## src/rtl/m16_uart_pkg.sv

```systemverilog
// rtl/m16_uart_pkg.sv - shared FSM encodings and 8N1 frame constants for the M16 polling UART
package m16_uart_pkg;

  localparam int         DATA_BITS  = 8;
  localparam int         STOP_BITS  = 1;
  localparam int         FRAME_BITS = 1 + DATA_BITS + STOP_BITS;
  localparam logic [7:0] FILL_BYTE  = 8'h00;

  typedef enum logic [2:0] {
    S_IDLE,
    S_TX,
    S_TURN,
    S_RX_WAIT,
    S_RX_BYTE,
    S_FILL,
    S_DONE
  } poll_state_e;

  typedef enum logic [1:0] {
    RX_IDLE,
    RX_START,
    RX_DATA,
    RX_STOP
  } rx_state_e;

endpackage

```

## src/rtl/m16_uart_rx_byte.sv

```systemverilog
// rtl/m16_uart_rx_byte.sv - 8N1 byte receiver: synchronizer, start-bit check, bit timer, shifter
module m16_uart_rx_byte
  import m16_uart_pkg::*;
#(
  parameter int CLKS_PER_BIT = 17
) (
  input  logic       clk80MHz,
  input  logic       rst_n,
  input  logic       enable,
  input  logic       rx,
  output logic       byte_valid,
  output logic [7:0] byte_data,
  output logic       stop_err,
  output logic       start_seen
);

  localparam int TW   = $clog2(CLKS_PER_BIT);
  localparam int HALF = CLKS_PER_BIT / 2;

  rx_state_e     state, state_n;
  logic          rx_meta, rx_sync, rx_prev;
  logic [TW-1:0] timer;
  logic [2:0]    bit_idx;
  logic [7:0]    shift;
  logic          fall, tick_half, tick_bit;

  assign fall      = rx_prev & ~rx_sync;
  assign tick_half = (timer == TW'(HALF - 1));
  assign tick_bit  = (timer == TW'(CLKS_PER_BIT - 1));

  always_ff @(posedge clk80MHz or negedge rst_n) begin
    if (!rst_n) begin
      rx_meta <= 1'b1;
      rx_sync <= 1'b1;
      rx_prev <= 1'b1;
    end else begin
      rx_meta <= rx;
      rx_sync <= rx_meta;
      rx_prev <= rx_sync;
    end
  end

  always_ff @(posedge clk80MHz or negedge rst_n) begin
    if (!rst_n) state <= RX_IDLE;
    else        state <= state_n;
  end

  // A start bit that reads high at mid-bit is a glitch: drop back to hunting.
  always_comb begin
    state_n = state;
    case (state)
      RX_IDLE:  if (enable && fall) state_n = RX_START;
      RX_START: if (tick_half) state_n = rx_sync ? RX_IDLE : RX_DATA;
      RX_DATA:  if (tick_bit && bit_idx == 3'(DATA_BITS - 1)) state_n = RX_STOP;
      RX_STOP:  if (tick_bit) state_n = RX_IDLE;
      default:  state_n = RX_IDLE;
    endcase
    if (!enable) state_n = RX_IDLE;
  end

  always_ff @(posedge clk80MHz or negedge rst_n) begin
    if (!rst_n) begin
      timer      <= '0;
      bit_idx    <= '0;
      shift      <= '0;
      byte_valid <= 1'b0;
      byte_data  <= '0;
      stop_err   <= 1'b0;
      start_seen <= 1'b0;
    end else begin
      byte_valid <= 1'b0;
      start_seen <= 1'b0;
      case (state)
        RX_START: begin
          if (tick_half) begin
            timer      <= '0;
            start_seen <= enable & ~rx_sync;
          end else begin
            timer <= timer + 1'b1;
          end
        end
        RX_DATA: begin
          if (tick_bit) begin
            timer   <= '0;
            shift   <= {rx_sync, shift[7:1]};
            bit_idx <= bit_idx + 1'b1;
          end else begin
            timer <= timer + 1'b1;
          end
        end
        RX_STOP: begin
          if (tick_bit) begin
            timer      <= '0;
            byte_valid <= enable;
            byte_data  <= shift;
            stop_err   <= ~rx_sync;
          end else begin
            timer <= timer + 1'b1;
          end
        end
        default: begin
          timer   <= '0;
          bit_idx <= '0;
        end
      endcase
    end
  end

endmodule

```

## src/rtl/m16_uart_poll.sv

```systemverilog
// rtl/m16_uart_poll.sv - RS-485 poll channel: send command, turn bus, collect PKT_LEN reply bytes
// Optional: M16_RX_FILL_EN pads a timed-out reply with FILL_BYTE writes up to PKT_LEN.
module m16_uart_poll
  import m16_uart_pkg::*;
#(
  parameter int CLKS_PER_BIT = 17,
  parameter int PKT_LEN      = 18,
  parameter int ADDR_W       = 5,
  parameter int TURN_CLKS    = 34,
  parameter int TIMEOUT_CLKS = 4096
) (
  input  logic              clk80MHz,
  input  logic              rst_n,
  input  logic              poll_start,
  input  logic [7:0]        req_byte,
  input  logic              UART_RX,
  output logic              UART_TX,
  output logic              UART_dTX,
  output logic              UART_dRX,
  output logic              busy,
  output logic              wr_en,
  output logic [ADDR_W-1:0] wr_addr,
  output logic [7:0]        wr_data,
  output logic              done,
  output logic              pkt_ok,
  output logic              timeout,
  output logic              frame_err
);

  localparam int CNT_W = $clog2(TIMEOUT_CLKS + 1);
  localparam int BC_W  = ADDR_W + 1;

  poll_state_e           state, state_n;
  logic [FRAME_BITS-1:0] tx_shift;
  logic [3:0]            tx_bits;
  logic [CNT_W-1:0]      cnt;
  logic [BC_W-1:0]       byte_cnt;
  logic                  finished;
  logic                  accept, tx_bit_end, turn_end, idle_exp, last_byte, rx_en;
  logic                  byte_valid, stop_err, start_seen;
  logic [7:0]            byte_data;

  m16_uart_rx_byte #(.CLKS_PER_BIT(CLKS_PER_BIT)) u_rx (
    .clk80MHz  (clk80MHz),
    .rst_n     (rst_n),
    .enable    (rx_en),
    .rx        (UART_RX),
    .byte_valid(byte_valid),
    .byte_data (byte_data),
    .stop_err  (stop_err),
    .start_seen(start_seen)
  );

  assign busy       = (state != S_IDLE) && (state != S_DONE);
  assign done       = (state == S_DONE);
  assign accept     = poll_start & ~busy;
  assign UART_dTX   = (state == S_TX);
  assign UART_dRX   = (state == S_TX) || (state == S_TURN);
  assign UART_TX    = (state == S_TX) ? tx_shift[0] : 1'b1;
  assign rx_en      = (state == S_RX_WAIT) || (state == S_RX_BYTE);
  assign pkt_ok     = finished & ~timeout & ~frame_err;
  assign tx_bit_end = (cnt == CNT_W'(CLKS_PER_BIT - 1));
  assign turn_end   = (cnt == CNT_W'(TURN_CLKS - 1));
  assign idle_exp   = (cnt >= CNT_W'(TIMEOUT_CLKS - 1));
  assign last_byte  = (byte_cnt == BC_W'(PKT_LEN - 1));

  always_ff @(posedge clk80MHz or negedge rst_n) begin
    if (!rst_n) state <= S_IDLE;
    else        state <= state_n;
  end

  always_comb begin
    state_n = state;
    case (state)
      S_IDLE:    if (accept) state_n = S_TX;
      S_TX:      if (tx_bit_end && tx_bits == 4'(FRAME_BITS - 1)) state_n = S_TURN;
      S_TURN:    if (turn_end) state_n = S_RX_WAIT;
      S_RX_WAIT: begin
        if (start_seen) begin
          state_n = S_RX_BYTE;
        end else if (idle_exp) begin
`ifdef M16_RX_FILL_EN
          state_n = S_FILL;
`else
          state_n = S_DONE;
`endif
        end
      end
      S_RX_BYTE: if (byte_valid) state_n = last_byte ? S_DONE : S_RX_WAIT;
      S_FILL:    if (last_byte) state_n = S_DONE;
      S_DONE:    state_n = accept ? S_TX : S_IDLE;
      default:   state_n = S_IDLE;
    endcase
  end

  // One shared timer: bit time in TX, guard in TURN, saturating idle count in RX_WAIT.
  always_ff @(posedge clk80MHz or negedge rst_n) begin
    if (!rst_n) begin
      tx_shift  <= '1;
      tx_bits   <= '0;
      cnt       <= '0;
      byte_cnt  <= '0;
      finished  <= 1'b0;
      timeout   <= 1'b0;
      frame_err <= 1'b0;
      wr_en     <= 1'b0;
      wr_addr   <= '0;
      wr_data   <= '0;
    end else begin
      wr_en <= 1'b0;
      if (accept) begin
        tx_shift  <= {1'b1, req_byte, 1'b0};
        tx_bits   <= '0;
        cnt       <= '0;
        byte_cnt  <= '0;
        finished  <= 1'b0;
        timeout   <= 1'b0;
        frame_err <= 1'b0;
      end else begin
        case (state)
          S_TX: begin
            if (tx_bit_end) begin
              cnt      <= '0;
              tx_bits  <= tx_bits + 1'b1;
              tx_shift <= {1'b1, tx_shift[FRAME_BITS-1:1]};
            end else begin
              cnt <= cnt + 1'b1;
            end
          end
          S_TURN: cnt <= turn_end ? '0 : cnt + 1'b1;
          S_RX_WAIT: begin
            if (start_seen) begin
              cnt <= '0;
            end else begin
              if (cnt != {CNT_W{1'b1}}) cnt <= cnt + 1'b1;
              if (idle_exp) timeout <= 1'b1;
            end
          end
          S_RX_BYTE: begin
            if (byte_valid) begin
              wr_en    <= 1'b1;
              wr_addr  <= byte_cnt[ADDR_W-1:0];
              wr_data  <= byte_data;
              byte_cnt <= byte_cnt + 1'b1;
              if (stop_err) frame_err <= 1'b1;
            end
          end
          S_FILL: begin
            wr_en    <= 1'b1;
            wr_addr  <= byte_cnt[ADDR_W-1:0];
            wr_data  <= FILL_BYTE;
            byte_cnt <= byte_cnt + 1'b1;
          end
          default: ;
        endcase
      end
      if (state_n == S_DONE && state != S_DONE) finished <= 1'b1;
    end
  end

endmodule

```

## config.mk

```make
export PLATFORM = sky130hd
export DESIGN_NAME = m16_uart_poll
export DESIGN_NICKNAME = d
export VERILOG_FILES = /design/src/rtl/m16_uart_pkg.sv /design/src/rtl/m16_uart_rx_byte.sv /design/src/rtl/m16_uart_poll.sv
export SDC_FILE = /design/constraint.sdc
export NUM_CORES = 1
export LEC_CHECK = 0
export BUFFER_PORTS_ARGS = -buffer_cell sky130_fd_sc_hd__buf_2
export CORE_AREA = 2 2 130 132
export DETAILED_ROUTE_END_ITERATION = 10
export DIE_AREA = 0 0 132 134
export PLACE_DENSITY_LB_ADDON = 0.3
export SYNTH_ARGS = -nofsm -noshare
export SYNTH_HDL_FRONTEND = slang
export SYNTH_SLANG_ARGS = --single-unit
```

## constraint.sdc

```tcl
create_clock -name clk80MHz -period 5.86 [get_ports clk80MHz]
set_input_delay 0 -clock clk80MHz [delete_from_list [all_inputs] [get_ports clk80MHz]]
set_output_delay 0 -clock clk80MHz [all_outputs]
set_load 0.005 [all_outputs]
```

# Word-level counts from Yosys, hierarchy flattened
# Cells that the tools add are included.
# word_totals
regBits	85
input_bits	12
output_inout_bits	22
# op_classes
n_addsub	5
n_lt_le_gt_ge	1
n_eq_ne	28
muxes	59
bitwise	11
reduce_logical	33
# op_table
operator	n
13-bit two-way mux	5
13-bit one-hot mux with 3 select lines	1
10-bit two-way mux	3
3-bit two-way mux	9
3-bit one-hot mux with 7 select lines	1
5-bit one-hot mux with 2 select lines	2
1-bit two-way mux	18
2-bit nonzero test	9
8-bit one-hot mux with 2 select lines	1
3-bit equality test, second input constant	5
5-bit two-way mux	3
3-bit != test, second input constant	5
13-bit by 1-bit adder with 13-bit output, second input constant	1
13-bit by 5-bit equality test with 1-bit output, second input constant	1
13-bit by 6-bit equality test with 1-bit output, second input constant	1
13-bit by 12-bit greater-or-equal comparator with 1-bit output, second input constant	1
13-bit != test, second input constant	1
2-bit two-way mux	6
4-bit two-way mux	3
6-bit two-way mux	2
6-bit one-hot mux with 2 select lines	1
2-bit AND reduction	6
3-bit AND reduction	3
8-bit two-way mux	1
other kinds (29)	48

# Logic depth before layout (Yosys ltp)
# Gate-level depths: netlist (run 1).
# logic_depth
ltp_word	9
ltp_mapped	8
mapped_depth_nobuf	7

# Hierarchy
# A second synthesis (run 1) with hierarchy kept.
# unflattened
hier_cells	376
hier_area_um2	4083.9
# by_module_without_submodules
mod	instances	cells_each	area_per_inst_um2	seq_area_each_um2
m16_uart_poll	1	273	2701.3	1312.5
m16_uart_rx_byte	1	103	1382.6	804.5

# Worst setup path after synthesis (run 1)
# OpenSTA, ideal clock, no wires.
# synth_path
kind	reg2reg
start	register cnt[1]
end	register cnt[5]
setup_ns	0.121
t_arrival_ns	1.751
path_slack_ns	3.989
stages_incl_launch_ff	9
path_buffers	1
synth_period_minus_slack_ns	1.871
cell_sequence	dfrtp_1 inv_1 ha_1 nor4bb_1 nand4_1 a22oi_2 buf_6 o21ai_1 a22o_1
# synth_via
elab_chain_len	5
word_cells_on_any_way	12
# synth_lines
item	line_no	rtl
start: declaration	m16_uart_poll.sv:36	logic [CNT_W-1:0] cnt;
start signal: assignment	m16_uart_poll.sv:127	cnt <= cnt + 1'b1;
start signal: assignment	m16_uart_poll.sv:130	S_TURN: cnt <= turn_end ? '0 : cnt + 1'b1;
start signal: assignment	m16_uart_poll.sv:135	if (cnt != {CNT_W{1'b1}}) cnt <= cnt + 1'b1;
13-bit by 1-bit adder with 13-bit output	m16_uart_poll.sv:127, m16_uart_poll.sv:130, m16_uart_poll.sv:135	
13-bit two-way mux	m16_uart_poll.sv:135	
13-bit two-way mux	m16_uart_poll.sv:132	if (start_seen) begin
13-bit one-hot mux with 3 select lines	m16_uart_poll.sv:120	case (state)
13-bit two-way mux	m16_uart_poll.sv:111	if (accept) begin
# Several ways; a longest one is shown, not always the timed one. The select of a mux whose other input is x is not followed.
# A chain may end at the register's enable or synchronous reset.

# Worst setup path after layout (run 1)
# layout_path
start	register cnt[1]
end	register cnt[6]
# Same word-level chain as after synthesis.

==> results of run 1 <==
worst register-to-register path, cell delays in order, from the launching register on:
cell and delay (ps):
dfrtp_1 420, inv_1 110, ha_1 130, nor4bb_1 280
nand4_1 200, a22oi_2 600, o21ai_0 190, a22o_1 260
how the worst max path moves through the flow:
stage / cells past startpoint / slack [ps] / endpoint
final: 7 / 3550 / cnt[6]$_DFFE_PN0P_
after global routing: 5 / 3350 / u_rx.byte_data[5]$_DFFE_PN0P_
after CTS: 5 / 3560 / u_rx.byte_data[0]$_DFFE_PN0P_
after detailed placement: 5 / 3550 / u_rx.byte_data[0]$_DFFE_PN0P_
after global placement: 5 / 3640 / u_rx.byte_data[2]$_DFFE_PN0P_
after floorplan: 8 / 3990 / cnt[5]$_DFFE_PN0P_
repair_timing:
item,4_1_cts,5_1_grt
hold buffers,10,0
setup endpoints to repair,0,0
hold endpoints to repair,81,0
cells by family after synthesis:
logic type	Yosys count	share of synthesized area, %
flip-flops	84	53.2
XOR/XNOR	10	2.20
AND/OR/NAND/NOR	130	17.4
multiplexers	26	7.08
adder cells (fa/ha/maj)	12	3.71
buffers and inverters	27	3.30
AO/OA/AOI/OAI	74	13.1
state kept, by name (all words and copies together), names as in the netlist, 2 cells and up:
| signal | count |
|---|---|
| wr_addr | 5 |
| u_rx.byte_data | 8 |
| cnt | 13 |
| byte_cnt | 6 |
| tx_bits | 4 |
| u_rx.timer | 5 |
| u_rx.shift | 8 |
| state | 3 |
| wr_data | 8 |
| u_rx.state | 2 |
| u_rx.bit_idx | 3 |
| tx_shift | 9 |
Yosys cell counts, types with 2 or more instances:
library cell,n
nand4_1,4
buf_6,3
clkbuf_1,8
nor2_1,30
nand3_1,13
and2b_1,2
nor3_2,2
a22o_1,25
ha_1,11
dfstp_2,12
nor3b_1,2
xnor2_1,5
a21oi_1,11
nand2_1,30
and3_1,5
nor3_1,10
dfrtp_1,72
nor4_1,3
buf_2,2
mux2i_1,9
xor2_1,5
or3_1,3
nand2b_1,5
inv_1,12
mux2_2,17
nor2b_1,8
and3_2,2
o21ai_1,17
o21ai_0,9
final cells by class:
class / instances / area [um2]
inverters: 12 / 45.0
fillers: 1714 / 11500
repair buffers: 45 / 283
clock buffers: 9 / 225
well taps: 220 / 275
flip-flops and latches: 84 / 2120
clock inverters: 7 / 78.8
multi-input cells: 252 / 1730
cells in the final DEF (no fill, tap or decap), types with 10 or more instances in the layout:
cell type	n
dlygate4sd3_1	10
nand3_1	13
inv_1	12
dfstp_2	12
buf_2	32
nor2_1	30
a22o_1	25
ha_1	11
o21ai_1	17
mux2_2	17
nor3_1	10
nand2_1	30
dfrtp_1	72
a21oi_1	11
where the power goes:
part | leakage, nW | switching (mW) | internal (mW) | total [mW]
clock network | 0.148 | 0.264 | 0.302 | 0.565
logic | 0.910 | 0.128 | 0.103 | 0.232
registers | 1.12 | 0.0581 | 0.655 | 0.714
total | 2.18 | 0.450 | 1.06 | 1.51
metrics by stage:
stage          std cells  util [%]
6_report             629      29.2
5_1_grt              629      29.2
4_1_cts              629      29.2
3_5_place_dp         603      26.7
3_3_place_gp         603      26.7
2_1_floorplan        363         -
metal layers:
metal  wire length (um)  share of wire [%]
met5                  0                  0
met4                124                1.5
met3                227                2.7
met2               4120                 50
met1               3820                 46
==> results.cfg, run 1 <==
[final_layout]
drive_above_1_share_pct = 22.7
syn2layout_area_growth_pct = 19.5
num-nets-final = 427
final_design_area_no_fill_um2 = 4750
antennaDiodeCount = 0

[synth]
syn_area_um2 = 3980
synth_area_leaders = dfrtp_1 45%, dfstp_2 7.9%, a22o_1 5.5%
syn-instance-count = 363
synth_top_cell_area_share_pct = 45.3
async_flop_share_pct = 100
synth_edf_count = 0
avgSynthCellArea_um2 = 11.0
synth.yosys.seq_area_share_pct = 53.2
yosys_register_bits = 84
ys.warnings.count = 0
yosysUniqueCellTypes = 55
synth_ff_type = dfrtp_1
synth_nets = 386
synth_top_cell_by_area = dfrtp_1

[drt]
via_count = 2822
drc = 0
drt-initial-drc-count = 151
dr.pass1.iters = 4
wl_per_cell_um = 13.2
finalWirelength_um = 8290
drtAntennaViolNets = 0
drt-vias-per-instance = 4.49

[timing]
fin_crit_sh_pct = 39.4
slew_headroom_pct = 27.5
rsz0062_at_grt = false
period_needed_ps = 2310
worst_slew_pin_slew_ps = 1090
skew_ps = 7.81
finalSetupViolCount = 0
drv_slew = 0
max_freq_mhz = 433
setup_slack_ps = 3550
holdWs_ps = 197
finalSetupTns_ps = 0
hold_viol = 0

[grt]
grt_max_degree = 85
grt_use_met3_pct = 3.02
overflow = 0
grt_pass1_wl_um = 14600
grt_use_met2_pct = 16.9
grt_antenna_before_repair = 0
top_usage_layer = met2
grt_pass1_vias = 2946
grt_usage_pct = 10.4
use_met1_pct = 12.5

[worst_setup_path]
r2r-start = cnt[1]$_DFFE_PN0P_
reg2reg_slack_ps = 3550
arrival_ps = 2540
r2r-end = cnt[6]$_DFFE_PN0P_
path_max_fanout = 12
required_ps = 6090
critical_path_buf_inv_count = 1
path_class = reg -> reg
critPathSlowestCell = a22oi_2
max_stage_delay_ps = 600
cp_cell_sequence = inv_1, ha_1, nor4bb_1, nand4_1, a22oi_2, o21ai_0, a22o_1
cp-start-kind = register
worstSetupEndpointType = register
crit_start = cnt[1]$_DFFE_PN0P_
r2r_cells = 7
path_delay_family = compound AO/OA/AOI/OAI gates

[power_and_ir_drop]
p_leak_nw = 2.18
p_per_area_nw_per_um2 = 318
total_power_mw = 1.51
ir_drop_mv = 0.165

[min_path]
hold_depth = 4
hold_path.class = in -> reg
hp-start = poll_start
min_to = byte_cnt[4]$_DFFE_PN0P_

[place]
pre_cts_ws_ps = 3550
dpl.hpwl_um = 5610
place_area_um2 = 4350
gp_congestion = 0.824
io_buffers = 33

[floorplanning]
die_area_um2 = 17700
num_io_pins = 34
die_h_um = 134
core_area_um2 = 16300
initial_core_util_pct = 24.4
die_x_um = 132
rows = 47

[clock_network]
path_clk_slew_ps = 70
cts_inserted_buffers = 9
htree_levels = 3
cts_tree = done
clk_latency_ps = 350
cts_max_path_buffers = 2
cts_repair_resize_count = 0
post_cts_buffers = 0
cts.sinks = 84
cts_root_buffer = clkbuf_16

[flow_run]
max_cap_violations = 0

[run_status]
status = complete, no violations
Power figures use the tool's default switching activity.
==> run 2, diff against run 1 <==
==> constraint.sdc (replaced) <==
create_clock -name clk80MHz -period 2 [get_ports clk80MHz]
set_input_delay 0 -clock clk80MHz [delete_from_list [all_inputs] [get_ports clk80MHz]]
set_output_delay 0 -clock clk80MHz [all_outputs]
set_load 0.005 [all_outputs]
==> run 2 against run 1 <==
  * Clock power rose to 3.1 times the previous value
  * Setup slack got worse by 3400 ps
  * Sequential power rose to 2.9 times the previous value
  * Critical endpoint is now tx_shift[2]$_DFFE_PN1P_
  * Largest cell class unchanged
  * Hold slack improved by 18 ps
  * Register-to-register slack worse by 3400 ps
  * Routed wire length grew 2.2%
  * Fmax grew 24%
  * Global-route usage is essentially flat
  * First-iteration DRC count is 17% lower
  * Final cell count grew 2.9%
  * Count of clock-buffer cells in the layout is 1 higher
  * Design area rose by 4.3%
==> results.cfg, run 2 (same netlist as run 1, synthesis figures left out) <==
[run_status]
status = complete, no violations

[timing]
finalSetupTns_ps = 0
finalSetupViolCount = 0
skew_ps = 5.71
hold_viol = 0
max_freq_mhz = 535
rsz0062_at_grt = false
worst_slew_pin_slew_ps = 574
period_needed_ps = 1870
drv_slew = 0
slew_headroom_pct = 61.8
fin_crit_sh_pct = 93.4

[place]
gp_congestion = 0.778
io_buffers = 33
dpl.hpwl_um = 5960

[clock_network]
htree_levels = 3
post_cts_buffers = 0
cts_tree = done
clk_latency_ps = 340
cts_max_path_buffers = 2
cts.sinks = 84
cts_root_buffer = clkbuf_16
path_clk_slew_ps = 70
cts_inserted_buffers = 9

[grt]
grt_usage_pct = 10.4
grt_max_degree = 45
grt_antenna_before_repair = 0
grt_pass1_vias = 2905
overflow = 0
grt_pass1_wl_um = 14600

[flow_run]
max_cap_violations = 0

[power_and_ir_drop]
ir_drop_mv = 0.470
p_per_area_nw_per_um2 = 939
p_leak_nw = 2.29
total_power_mw = 4.65

[drt]
finalWirelength_um = 8470
drc = 0
drt-initial-drc-count = 126
wl_per_cell_um = 13.1
dr.pass1.iters = 4
drt-vias-per-instance = 4.42
drtAntennaViolNets = 0
via_count = 2858

[worst_setup_path]
path_class = reg -> reg
cp-start-kind = register
worstSetupEndpointType = register
required_ps = 2260
arrival_ps = 2120
crit_start = cnt[0]$_DFFE_PN0P_
r2r-start = cnt[0]$_DFFE_PN0P_
path_max_fanout = 12

[floorplanning]
die_area_um2 = 17700
rows = 47
initial_core_util_pct = 24.4
num_io_pins = 34
die_x_um = 132
die_h_um = 134
core_area_um2 = 16300

[final_layout]
final_cell_mix = 71 x dfrtp_1, 32 x buf_2, 30 x nor2_1, 30 x nand2_1, 25 x a22o_1
syn2layout_area_growth_pct = 24.6
largest_register_ffs = 13
drive_above_1_share_pct = 27.2
top_register = cnt
num-nets-final = 445
n_fill_cell = 1693
reg_top3 = cnt: 13 flops, tx_shift: 9 flops
final_common_cell = dfrtp_1
antennaDiodeCount = 0

[min_path]
hold_path.class = in -> async
[run 2: area by class of cell]
| cell class | instances | area (um2) | area share, % |
|---|---|---|---|
| clock inverter | 6 | 73.8 | 1.49 |
| tap | 220 | 275 | 5.55 |
| inverter | 12 | 45.0 | 0.909 |
| sequential | 84 | 2120 | 42.7 |
| timing repair buffer | 63 | 455 | 9.19 |
| multi-input combinational | 252 | 1750 | 35.3 |
| clock buffer | 10 | 239 | 4.82 |
[run 2: final timing paths]
path                                           end  slack, ps  depth (start not counted)
setup / recovery           tx_shift[2]$_DFFE_PN1P_        130                          9
hold / removal             byte_cnt[3]$_DFFE_PN0P_        210                          2
setup reg to reg           tx_shift[2]$_DFFE_PN1P_        130                          9
hold reg to reg             u_rx.rx_sync$_DFF_PN1_        360                          0
max in group asynchronous  tx_shift[5]$_DFFE_PN1P_       1100                          3
min in group clk80MHz       u_rx.rx_meta$_DFF_PN1_        290                          2
[run 2: repair_timing]
item	CTS	global route
gates resized for setup	0	6
endpoints found under the hold margin	49	0
endpoints found under the setup margin	0	20
hold buffers	10	0
[run 2: worst max-delay path: stages, from the launching register on]
cell,delay (ps)
dfrtp_2,440
inv_1,100
ha_1,160
and3b_1,180
nand4_1,140
buf_4,180
nor2_2,130
buf_12,160
mux2i_1,190
o21ai_0,100
[run 2: metrics by stage]
stage / worst slack [ps] / std cells / cell area, um2 / util, % / hold WS (ps)
after detailed placement: 99.7 / 621 / 4520 / 27.8 / 40.6
after floorplan: 129 / 363 / 3980 / - / -296
after global routing: 2.92 / 647 / 4960 / 30.4 / 277
after CTS: 81.9 / 647 / 4930 / 30.3 / 238
after global placement: 140 / 621 / 4520 / 27.8 / 36.8
final: 132 / 647 / 4960 / 30.4 / 215
[run 2: power by group]
part	internal, mW	leakage (nW)	total [mW]	switching [mW]
Clock	1.02	0.154	1.75	0.731
Sequential	1.92	1.12	2.07	0.142
Combinational	0.390	1.02	0.834	0.443
[run 2: per-layer routing]
layer	GRT usage, %	vias up	share of wire [%]
met2	16.6	23	49
met1	13.3	1407	47
met4	5.25	0	1.9
met5	0	-	0
li1	-	1415	-
met3	2.19	13	1.9
==> run 3, diff against run 2 <==
--- a/config.mk
+++ b/config.mk
@@ -6,10 +6,12 @@
 export NUM_CORES = 1
 export LEC_CHECK = 0
 export BUFFER_PORTS_ARGS = -buffer_cell sky130_fd_sc_hd__buf_2
-export CORE_AREA = 2 2 130 132
+export CORE_AREA = 2 2 131 133
 export DETAILED_ROUTE_END_ITERATION = 10
-export DIE_AREA = 0 0 132 134
+export DIE_AREA = 0 0 133 135
+export MAX_ROUTING_LAYER = met4
 export PLACE_DENSITY_LB_ADDON = 0.3
 export SYNTH_ARGS = -nofsm -noshare
 export SYNTH_HDL_FRONTEND = slang
+export SYNTH_HIERARCHICAL = 1
 export SYNTH_SLANG_ARGS = --single-unit
==> run 3 against run 2 <==
  * Core utilization increased by 1.4 points
  * Sequential power increased by 14%
  * Fmax decreased by 3.9%
  * Critical path depth decreased by 2
  * Design area increased by 5.5%
  * Clock skew increased by 0.91 ps
  * Synthesized cell count increased by 3.6%
  * First-iteration DRC count increased by 120%
  * Area after synthesis increased by 2.7%
  * Count of clock-buffer cells in the layout unchanged
  * Via count increased by 9.8%
  * Highest routed layer unchanged
==> results.cfg, run 3 <==
[grt]
grt_pass1_vias = 3233
grt_max_degree = 36
overflow = 0
grt_pass1_wl_um = 16000
grt_antenna_before_repair = 0
grt_usage_pct = 11.5

[power_and_ir_drop]
p_comb_share_pct = 23.0
power_frac_seq_pct = 45.4
ir_drop_mv = 0.372
p_per_area_nw_per_um2 = 995
p_leak_nw = 2.48
internal-power_mw = 3.58
p_sw_share_pct = 31.1
clkPwrFrac_pct = 31.6
switching_power_mw = 1.62

[worst_setup_path]
cp_cell_sequence = ha_1, and3_1, and4_4, a31o_4, a211oi_4, buf_6, a221o_1
path_delay_family = compound AO/OA/AOI/OAI gates
critical_path_buf_inv_count = 1
critPathSlowestCell = dfrtp_2
path_max_fanout = 6
required_ps = 2280
r2r-start = cnt[0]$_DFFE_PN0P_
max_stage_delay_ps = 430
cp-start-kind = register
arrival_ps = 2230
worstSetupEndpointType = register
path_class = reg -> reg
crit_start = cnt[0]$_DFFE_PN0P_

[timing]
period_needed_ps = 1940
fin_crit_sh_pct = 97.2
finalSetupViolCount = 0
skew_ps = 6.62
drv_slew = 0
rsz0062_at_grt = true
slew_headroom_pct = 65.8
hold_viol = 0
finalSetupTns_ps = 0
worst_slew_pin_slew_ps = 513
max_freq_mhz = 515

[synth]
synth_fa_ha_area_share_pct = 3.37
avgSynthCellArea_um2 = 10.9
synth_nets = 399
synthSimpleGateAreaFrac_pct = 19.6
synth_top_cell_by_area = dfrtp_1
synth.yosys.seq_area_share_pct = 51.8
syn-instance-count = 376
ys.warnings.count = 6
yosysUniqueCellTypes = 68
synth_top_cell_area_share_pct = 44.1
yosys.cell_count.top_type = dfrtp_1
async_flop_share_pct = 100
syn_area_um2 = 4080
yosys_register_bits = 84
synth_ff_type = dfrtp_1
synth_edf_count = 0
synth_mux_area_share_pct = 5.67
synth_compound_area_share_pct = 13.5
synth_area_leaders = dfrtp_1 44%, dfstp_2 7.7%, nor2_1 3.8%
synth_top_family_by_area = simple AND/OR/NAND/NOR gates
synth_xor_area_share_pct = 2.57
yosys-top-cells-count = 72 x dfrtp_1, 41 x nor2_1, 38 x nand2_1

[flow_run]
max_cap_violations = 0

[clock_network]
cts_tree = done
cts_max_path_buffers = 2
path_clk_slew_ps = 70
cts_root_buffer = clkbuf_16
htree_levels = 3
cts_inserted_buffers = 9
clk_latency_ps = 350
cts.sinks = 84

[floorplanning]
num_io_pins = 34
die_x_um = 133
rows = 47
die_h_um = 135
die_area_um2 = 18000
initial_core_util_pct = 24.9
core_area_um2 = 16400

[final_layout]
syn2layout_area_growth_pct = 28.0
n_fill_cell = 1655
largest_register_ffs = 13
num-nets-final = 482
top_register = cnt
final_common_cell = dfrtp_1
final_cell_mix = 70 x dfrtp_1, 41 x nor2_1, 41 x buf_4
fin_util_pct = 31.9
regArea_um2 = 2120
antennaDiodeCount = 0
multi_input_area_um2 = 1870
drive_above_1_share_pct = 31.3
reg_top3 = cnt: 13 flops, tx_shift: 9 flops

[drt]
dr.pass1.iters = 4
finalWirelength_um = 9450
drt-vias-per-instance = 4.59
wl_per_cell_um = 13.8
drtAntennaViolNets = 0
via_count = 3139
drt-initial-drc-count = 279
drc = 0

[place]
io_buffers = 33
dpl.hpwl_um = 6560
gp_congestion = 0.800

[min_path]
hold_path.class = in -> async

[run_status]
status = complete, no violations
-- run 3: cell count changes in the layout (fill, tap and decap cells not counted), sizes merged, moves of 7 or more --
| cell | previous run | this run |
|---|---|---|
| buf | 53 | 77 |
| a22o | 25 | 12 |
| nor2 | 31 | 44 |
| o21ai | 26 | 13 |
| nand2 | 30 | 39 |
| mux2i | 9 | 1 |
| a221o | 0 | 7 |
-- run 3: worst paths after layout --
path	slack [ps]	cells after the start	end
worst max register to register	60	7	cnt[8]$_DFFE_PN0P_
worst min register to register	360	0	u_rx/rx_sync$_DFF_PN1_
worst min-delay path	160	2	state[0]$_DFF_PN0_
min in group clk80MHz	180	4	finished$_DFFE_PN0P_
worst max-delay path	60	7	cnt[8]$_DFFE_PN0P_
max in group asynchronous	1250	3	tx_shift[8]$_DFFE_PN1P_
-- run 3: routing by layer --
metal	vias up	share of wire [%]	GRT usage (%)
met5	-	0	-
met4	0	1.8	4.84
met3	12	3.1	2.33
met2	40	47	17.9
met1	1550	48	14.7
li1	1537	-	-
-- run 3: power groups by stage --
| stage | sequential (mW) | combinational, mW | clock, mW |
|---|---|---|---|
| floorplan | 2.32 | 0.706 | 0 |
| global placement | 2.36 | 1.08 | 0 |
| detailed placement | 2.38 | 1.10 | 0 |
| CTS | 2.35 | 1.13 | 1.70 |
| global route | 2.41 | 1.34 | 1.78 |
| finish | 2.36 | 1.20 | 1.64 |
-- run 3: repair_timing --
item	in CTS	in global routing
setup buffers	0	2
endpoints found under the hold margin	41	0
hold buffers	10	0
endpoints found under the setup margin	0	12
resized for setup	0	15
-- run 3: through the flow --
step	area, um2	total power, mW	std cells	setup slack (ps)	hold slack, ps
final	5230	5.20	684	56.8	164
after global routing	5230	5.54	684	-27.2	207
after CTS	5150	5.18	681	6.86	168
after detailed placement	4760	3.48	655	25.7	5.67
after global placement	4760	3.44	655	77.4	6.85
after floorplan	4080	3.03	376	30.0	-296
-- run 3: final cells by class --
| class | count | area share [%] |
|---|---|---|
| Inverter | 13 | 0.934 |
| Timing Repair Buffer | 87 | 11.9 |
| Multi-Input combinational cell | 264 | 35.7 |
| Clock inverter | 6 | 1.08 |
| Clock buffer | 10 | 4.57 |
| Sequential cell | 84 | 40.6 |
| Tap cell | 220 | 5.27 |
-- run 3: cell families after synthesis --
group,after synthesis
AND/OR/NAND/NOR,153
flip-flops,84
AO/OA/AOI/OAI,70
buffers and inverters,28
multiplexers,18
XOR/XNOR,12
adder cells (fa/ha/maj),11
